File: src/rtl/exe_mem_pkg.sv
// Shared EXE/MEM pipeline definitions: default widths, skid-buffer state encoding
// and the payload field layout used by the EXE, EXE/MEM register and MEM stages.
package exe_mem_pkg;

  localparam int unsigned DATA_W_DEF = 32;
  localparam int unsigned DEST_W_DEF = 4;
  localparam int unsigned STALL_W    = 16;

  typedef enum logic [1:0] {
    ST_EMPTY = 2'd0,
    ST_ONE   = 2'd1,
    ST_FULL  = 2'd2
  } state_e;

  // Payload layout, MSB first; the register mirrors this ordering at any width.
  typedef struct packed {
    logic                  wb_en;
    logic                  mem_r_en;
    logic                  mem_w_en;
    logic [DEST_W_DEF-1:0] dest;
    logic [DATA_W_DEF-1:0] alu_result;
    logic [DATA_W_DEF-1:0] st_val;
  } exe_mem_payload_t;

endpackage

File: src/rtl/exe_mem_reg.sv
// EXE/MEM pipeline register built as a two-entry skid buffer so in_ready is a
// pure flop, plus a saturating back-pressure cycle counter.
module exe_mem_reg
  import exe_mem_pkg::*;
#(
  parameter int unsigned DATA_W = DATA_W_DEF,
  parameter int unsigned DEST_W = DEST_W_DEF
) (
  input  logic               clk,
  input  logic               rst_n,
  input  logic               in_valid,
  output logic               in_ready,
  input  logic [DATA_W-1:0]  in_alu_result,
  input  logic [DATA_W-1:0]  in_st_val,
  input  logic [DEST_W-1:0]  in_dest,
  input  logic               in_wb_en,
  input  logic               in_mem_r_en,
  input  logic               in_mem_w_en,
  input  logic               flush,
  output logic               out_valid,
  input  logic               out_ready,
  output logic [DATA_W-1:0]  out_alu_result,
  output logic [DATA_W-1:0]  out_st_val,
  output logic [DEST_W-1:0]  out_dest,
  output logic               out_wb_en,
  output logic               out_mem_r_en,
  output logic               out_mem_w_en,
  output logic [STALL_W-1:0] stall_cnt
);

  localparam int unsigned CTRL_W = 3;

  typedef struct packed {
    logic              wb_en;
    logic              mem_r_en;
    logic              mem_w_en;
    logic [DEST_W-1:0] dest;
    logic [DATA_W-1:0] alu_result;
    logic [DATA_W-1:0] st_val;
  } payload_t;

  state_e             state_q, state_d;
  payload_t           head_q, head_d;
  payload_t           skid_q, skid_d;
  payload_t           in_pl;
  logic               in_ready_q, in_ready_d;
  logic               out_valid_q, out_valid_d;
  logic [CTRL_W-1:0]  ctrl_q, ctrl_d;
  logic [STALL_W-1:0] stall_q, stall_d;
  logic               accept, retire;

  assign in_pl = {in_wb_en, in_mem_r_en, in_mem_w_en, in_dest, in_alu_result, in_st_val};

  // Next-state, entry movement and registered output values.
  always_comb begin
    state_d = state_q;
    head_d  = head_q;
    skid_d  = skid_q;
    stall_d = stall_q;
    accept  = in_valid & in_ready_q;
    retire  = out_valid_q & out_ready;

    unique case (state_q)
      ST_EMPTY: begin
        if (accept) begin
          head_d  = in_pl;
          state_d = ST_ONE;
        end
      end
      ST_ONE: begin
        if (accept && retire) begin
          head_d = in_pl;
        end else if (accept) begin
          skid_d  = in_pl;
          state_d = ST_FULL;
        end else if (retire) begin
          state_d = ST_EMPTY;
        end
      end
      ST_FULL: begin
        if (retire) begin
          head_d  = skid_q;
          state_d = ST_ONE;
        end
      end
      default: state_d = ST_EMPTY;
    endcase

    // Flush drops both entries; head data is left in place so outputs hold.
    if (flush) begin
      state_d = ST_EMPTY;
      head_d  = head_q;
      skid_d  = skid_q;
    end

    if (out_valid_q && !out_ready && (stall_q != {STALL_W{1'b1}})) begin
      stall_d = stall_q + STALL_W'(1);
    end

    in_ready_d  = (state_d != ST_FULL);
    out_valid_d = (state_d != ST_EMPTY);
    ctrl_d      = {head_d.wb_en, head_d.mem_r_en, head_d.mem_w_en} & {CTRL_W{out_valid_d}};
  end

  always_ff @(posedge clk or negedge rst_n) begin
    if (!rst_n) begin
      state_q     <= ST_EMPTY;
      head_q      <= '0;
      skid_q      <= '0;
      in_ready_q  <= 1'b0;
      out_valid_q <= 1'b0;
      ctrl_q      <= '0;
      stall_q     <= '0;
    end else begin
      state_q     <= state_d;
      head_q      <= head_d;
      skid_q      <= skid_d;
      in_ready_q  <= in_ready_d;
      out_valid_q <= out_valid_d;
      ctrl_q      <= ctrl_d;
      stall_q     <= stall_d;
    end
  end

  assign in_ready       = in_ready_q;
  assign out_valid      = out_valid_q;
  assign out_alu_result = head_q.alu_result;
  assign out_st_val     = head_q.st_val;
  assign out_dest       = head_q.dest;
  assign out_wb_en      = ctrl_q[2];
  assign out_mem_r_en   = ctrl_q[1];
  assign out_mem_w_en   = ctrl_q[0];
  assign stall_cnt      = stall_q;

endmodule

File: config.mk
export PLATFORM = sky130hd
export DESIGN_NAME = exe_mem_reg
export DESIGN_NICKNAME = d
export VERILOG_FILES = /design/src/rtl/exe_mem_pkg.sv /design/src/rtl/exe_mem_reg.sv
export SDC_FILE = /design/constraint.sdc
export NUM_CORES = 1
export LEC_CHECK = 0
export BUFFER_PORTS_ARGS = -buffer_cell sky130_fd_sc_hd__buf_2
export CAP_MARGIN = 20
export CELL_PAD_IN_SITES_DETAIL_PLACEMENT = 0
export CELL_PAD_IN_SITES_GLOBAL_PLACEMENT = 1
export CORE_ASPECT_RATIO = 1.2
export CORE_MARGIN = 2
export CORE_UTILIZATION = 47
export CTS_CLUSTER_DIAMETER = 100
export DETAILED_ROUTE_END_ITERATION = 6
export GPL_TIMING_DRIVEN = 0
export PLACE_DENSITY_LB_ADDON = 0.1
export SLEW_MARGIN = 20
export SYNTH_ARGS = -nofsm -noshare
export SYNTH_HDL_FRONTEND = slang
export SYNTH_SLANG_ARGS = --single-unit
File: constraint.sdc
create_clock -name clk -period 3.5 [get_ports clk]
set_input_delay 0.175 -clock clk [delete_from_list [all_inputs] [get_ports clk]]
set_output_delay 0.175 -clock clk [all_outputs]
set_load 0.01 [all_outputs]
==> impl_metrics.ini <==
[run_status]
status = complete, no violations

[setup_path]
startpoint_type = flop
path_depth = 6
r2r-end = out_st_val[16]
r2r_setup_slack_ns = 1.05
worstSetupEndpointType = flop
crit_top_cell = buf_2
critPathArrivalTime_ns = 2.81
rr_worst_depth = 6
worstPathRequired_ns = 3.86
r2r-start = state_q[0]
crit_fanout = 10
crit_family = simple AND/OR/NAND/NOR gates
path_cells = a21boi_0 > nor3_1 > buf_2 > buf_2 > a22o_1 > mux2_4
crit_type = reg -> reg
slowest_stage = nor3_1
cpPeakStageDelay_ns = 0.80
cp_num_buf_inv = 2

[worst_hold_path]
min_path_type = in -> reg
whs_path_depth = 2
holdPathEnd = skid_q[62]
min-delay-start = in_alu_result[30]

[synthesis]
synth_nets = 650
syn_inst = 573
avgSynthCellArea_um2 = 13.41
synth_compound_area_share_pct = 10.20
synth_top_area_share_pct = 53.75
synth_top_family_by_area = multiplexers
synth-xor-area-share_pct = 1.026
ys_seq_area_share_pct = 53.75
synth_top_area_cell = dfrtp_1
synth_edf_count = 0
muxShareOfSynthArea_pct = 21.78
synth_area_um2 = 7681
yosys.area_share.simple_pct = 4.105
synthArstFlopShare_pct = 100.0
ys.flop_type = dfrtp_1
synth_fa_ha_area_share_pct = 0.1629
yosys_warnings = 0
ys_ff_latch = 165
synth_cell_type_count = 43
synth_area_leaders = dfrtp_1 54%, mux2_2 18%, a22o_1 7.8%

[cells_and_area]
drive_above_1_share_pct = 51.71
fill_cells = 1348
finalInstanceArea_um2 = 9873
final_cell_mix = 176 x buf_2, 165 x dfrtp_1, 121 x mux2_2, 68 x a22o_1, 68 x buf_4
final_common_cell = buf_2
area_delta_synth_final_pct = 28.54
nets = 882

[placement]
pre_cts_ws_ns = 0.9921
post-dp-hpwl_um = 11540
io_buffers = 163
place_area_um2 = 8800
gp_congestion = 0.7827

[power_and_ir_drop]
peakVddDrop_uv = 331.6
p_per_area_nw_per_um2 = 631.7
p_leak_nw = 4.988

[route]
dr_total_vias = 5175
remaining_drc_errors = 0
viasPerCell = 5.019
dr.first_iter.drc_count = 151
drt_first_pass_iters = 4
wl_per_cell_um = 15.93
routed_wirelength_um = 16420
ant_nets = 0

[timing]
post-route-period-util_pct = 69.98
post-route-min-period_ns = 2.449
tightest_slew_ns = 1.018
setup-tns-final_ns = 0
setup-violations-final = 0
setup_ws_ns = 1.051
slew_headroom_pct = 31.63
drv_slew = 0
clock_skew_ns = 0.007270
clock.fmax_mhz = 408.3
rsz0062_at_grt = false
final_hold_viol_count = 0

[global_routing]
antenna_found_initial = 1
overflow = 0
grt_pass1_vias = 5322
grt_max_degree = 85
grt_util_all_layers_pct = 19.43
grt_first_pass_wirelength_um = 26320

[run]
drv_cap = 0

[floorplanning]
die_w_um = 120.7
die_h_um = 144.0
io_pins = 165
start_util_pct = 47.58
core_area_um2 = 16140
std_cell_rows = 51
design.die.area_um2 = 17390

[clocking]
clock_latency_ns = 0.42
clkTransAtPathRegs_ns = 0.06
cts_buffers = 17
clock-sinks = 165
clockRootBuffer = clkbuf_16
clk_path_buf_depth = 2
tritoncts = done
cts.repair.resized = 0
htreeDepth = 4
-- worst max-delay path by stage --
| stage | endpoint | start | slack [ns] |
|---|---|---|---|
| after floorplan | stall_cnt[1] | stall_cnt[0] | 1.66 |
| after global placement | skid_q[48] | rst_n | -0.24 |
| after detailed placement | out_st_val[16] | state_q[0] | 0.99 |
| after CTS | ctrl_q[1] | state_q[0] | 0.97 |
| after global routing | ctrl_q[1] | state_q[0] | 0.84 |
| final | out_st_val[16] | state_q[0] | 1.05 |
-- timing repair --
action	4_1_cts	5_1_grt
endpoints found under the hold margin	130	1
hold buffers	48	1
endpoints found under the setup margin	0	0
setup buffers	0	0
-- cell type report --
class / instances / area (um2) / area share [%]
multi-input cells: 303 / 2863 / 29.00
well taps: 212 / 265.3 / 2.687
clock buffers: 24 / 481.7 / 4.879
repair buffers: 213 / 1344 / 13.61
clock inverters: 8 / 98.84 / 1.001
inverters: 5 / 18.77 / 0.1901
flip-flops and latches: 165 / 4129 / 41.82
plain buffers: 100 / 670.6 / 6.793
diodes: 1 / 2.502 / 0.02535
-- flip-flops by register name, indices dropped and copies added, names as in the netlist --
signal	cells
out_valid	1
ctrl_q	3
stall_cnt	16
in_ready	1
head_q	3
state_q	2
out_st_val	32
out_dest	4
out_alu_result	32
skid_q	71
-- report_power, final --
| part | switching [W] | leakage [nW] | total (W) | internal, W |
|---|---|---|---|---|
| Sequential | 0.000319 | 2.10 | 0.00281 | 0.00249 |
| Combinational | 0.000610 | 2.61 | 0.00160 | 0.000991 |
| Clock | 0.000718 | 0.280 | 0.00182 | 0.00111 |
-- synthesized netlist by cell type, drive strengths merged (4+ instances only) --
cell type,count
nand2,12
a21oi,10
xnor2,4
nor2,11
inv,5
xor2,5
a22o,68
nand4,5
buf,85
mux2,141
clkbuf,15
and3,4
dfrtp,165
nand3,5
o21ai,5
-- worst register-to-register path, stage by stage, from the launching register on --
cell and delay (ns):
dfrtp_1 0.43, a21boi_0 0.18, nor3_1 0.80, buf_2 0.39, buf_2 0.28, a22o_1 0.17
mux2_4 0.14
-- cells by family (layout without fill, tap and decap cells) --
group	count (synthesis)	count (layout)
AOI/OAI and AO/OA	95	95
xor gates and xnor gates	9	9
other	0	1
adders and majority gates	1	1
buffers and inverters	105	350
and+or+nand+nor	56	56
muxes	142	142
DFF	165	165
-- per-layer routing --
metal / up-vias / global-route usage, % / wire length [um]
li1: 2465 / - / -
met1: 2573 / 23.91 / 7121
met2: 118 / 32.86 / 8247
met3: 19 / 5.166 / 776
met4: 0 / 7.344 / 276
met5: - / 0 / 0
-- through the flow --
| stage | utilization (%) | total power (W) | hold WS [ns] | cells |
|---|---|---|---|---|
| 5_1_grt | 61.16 | 0.006590 | 0.009803 | 1031 |
| 2_1_floorplan | - | 0.003893 | -0.1206 | 573 |
| 4_1_cts | 61.08 | 0.006335 | 0.00002057 | 1029 |
| 6_report | 61.16 | 0.006236 | 0.01677 | 1031 |
| 3_5_place_dp | 54.51 | 0.004437 | 0.2208 | 949 |
| 3_3_place_gp | 54.27 | 0.004338 | 0.4229 | 948 |
Power figures use the tool's default switching activity.
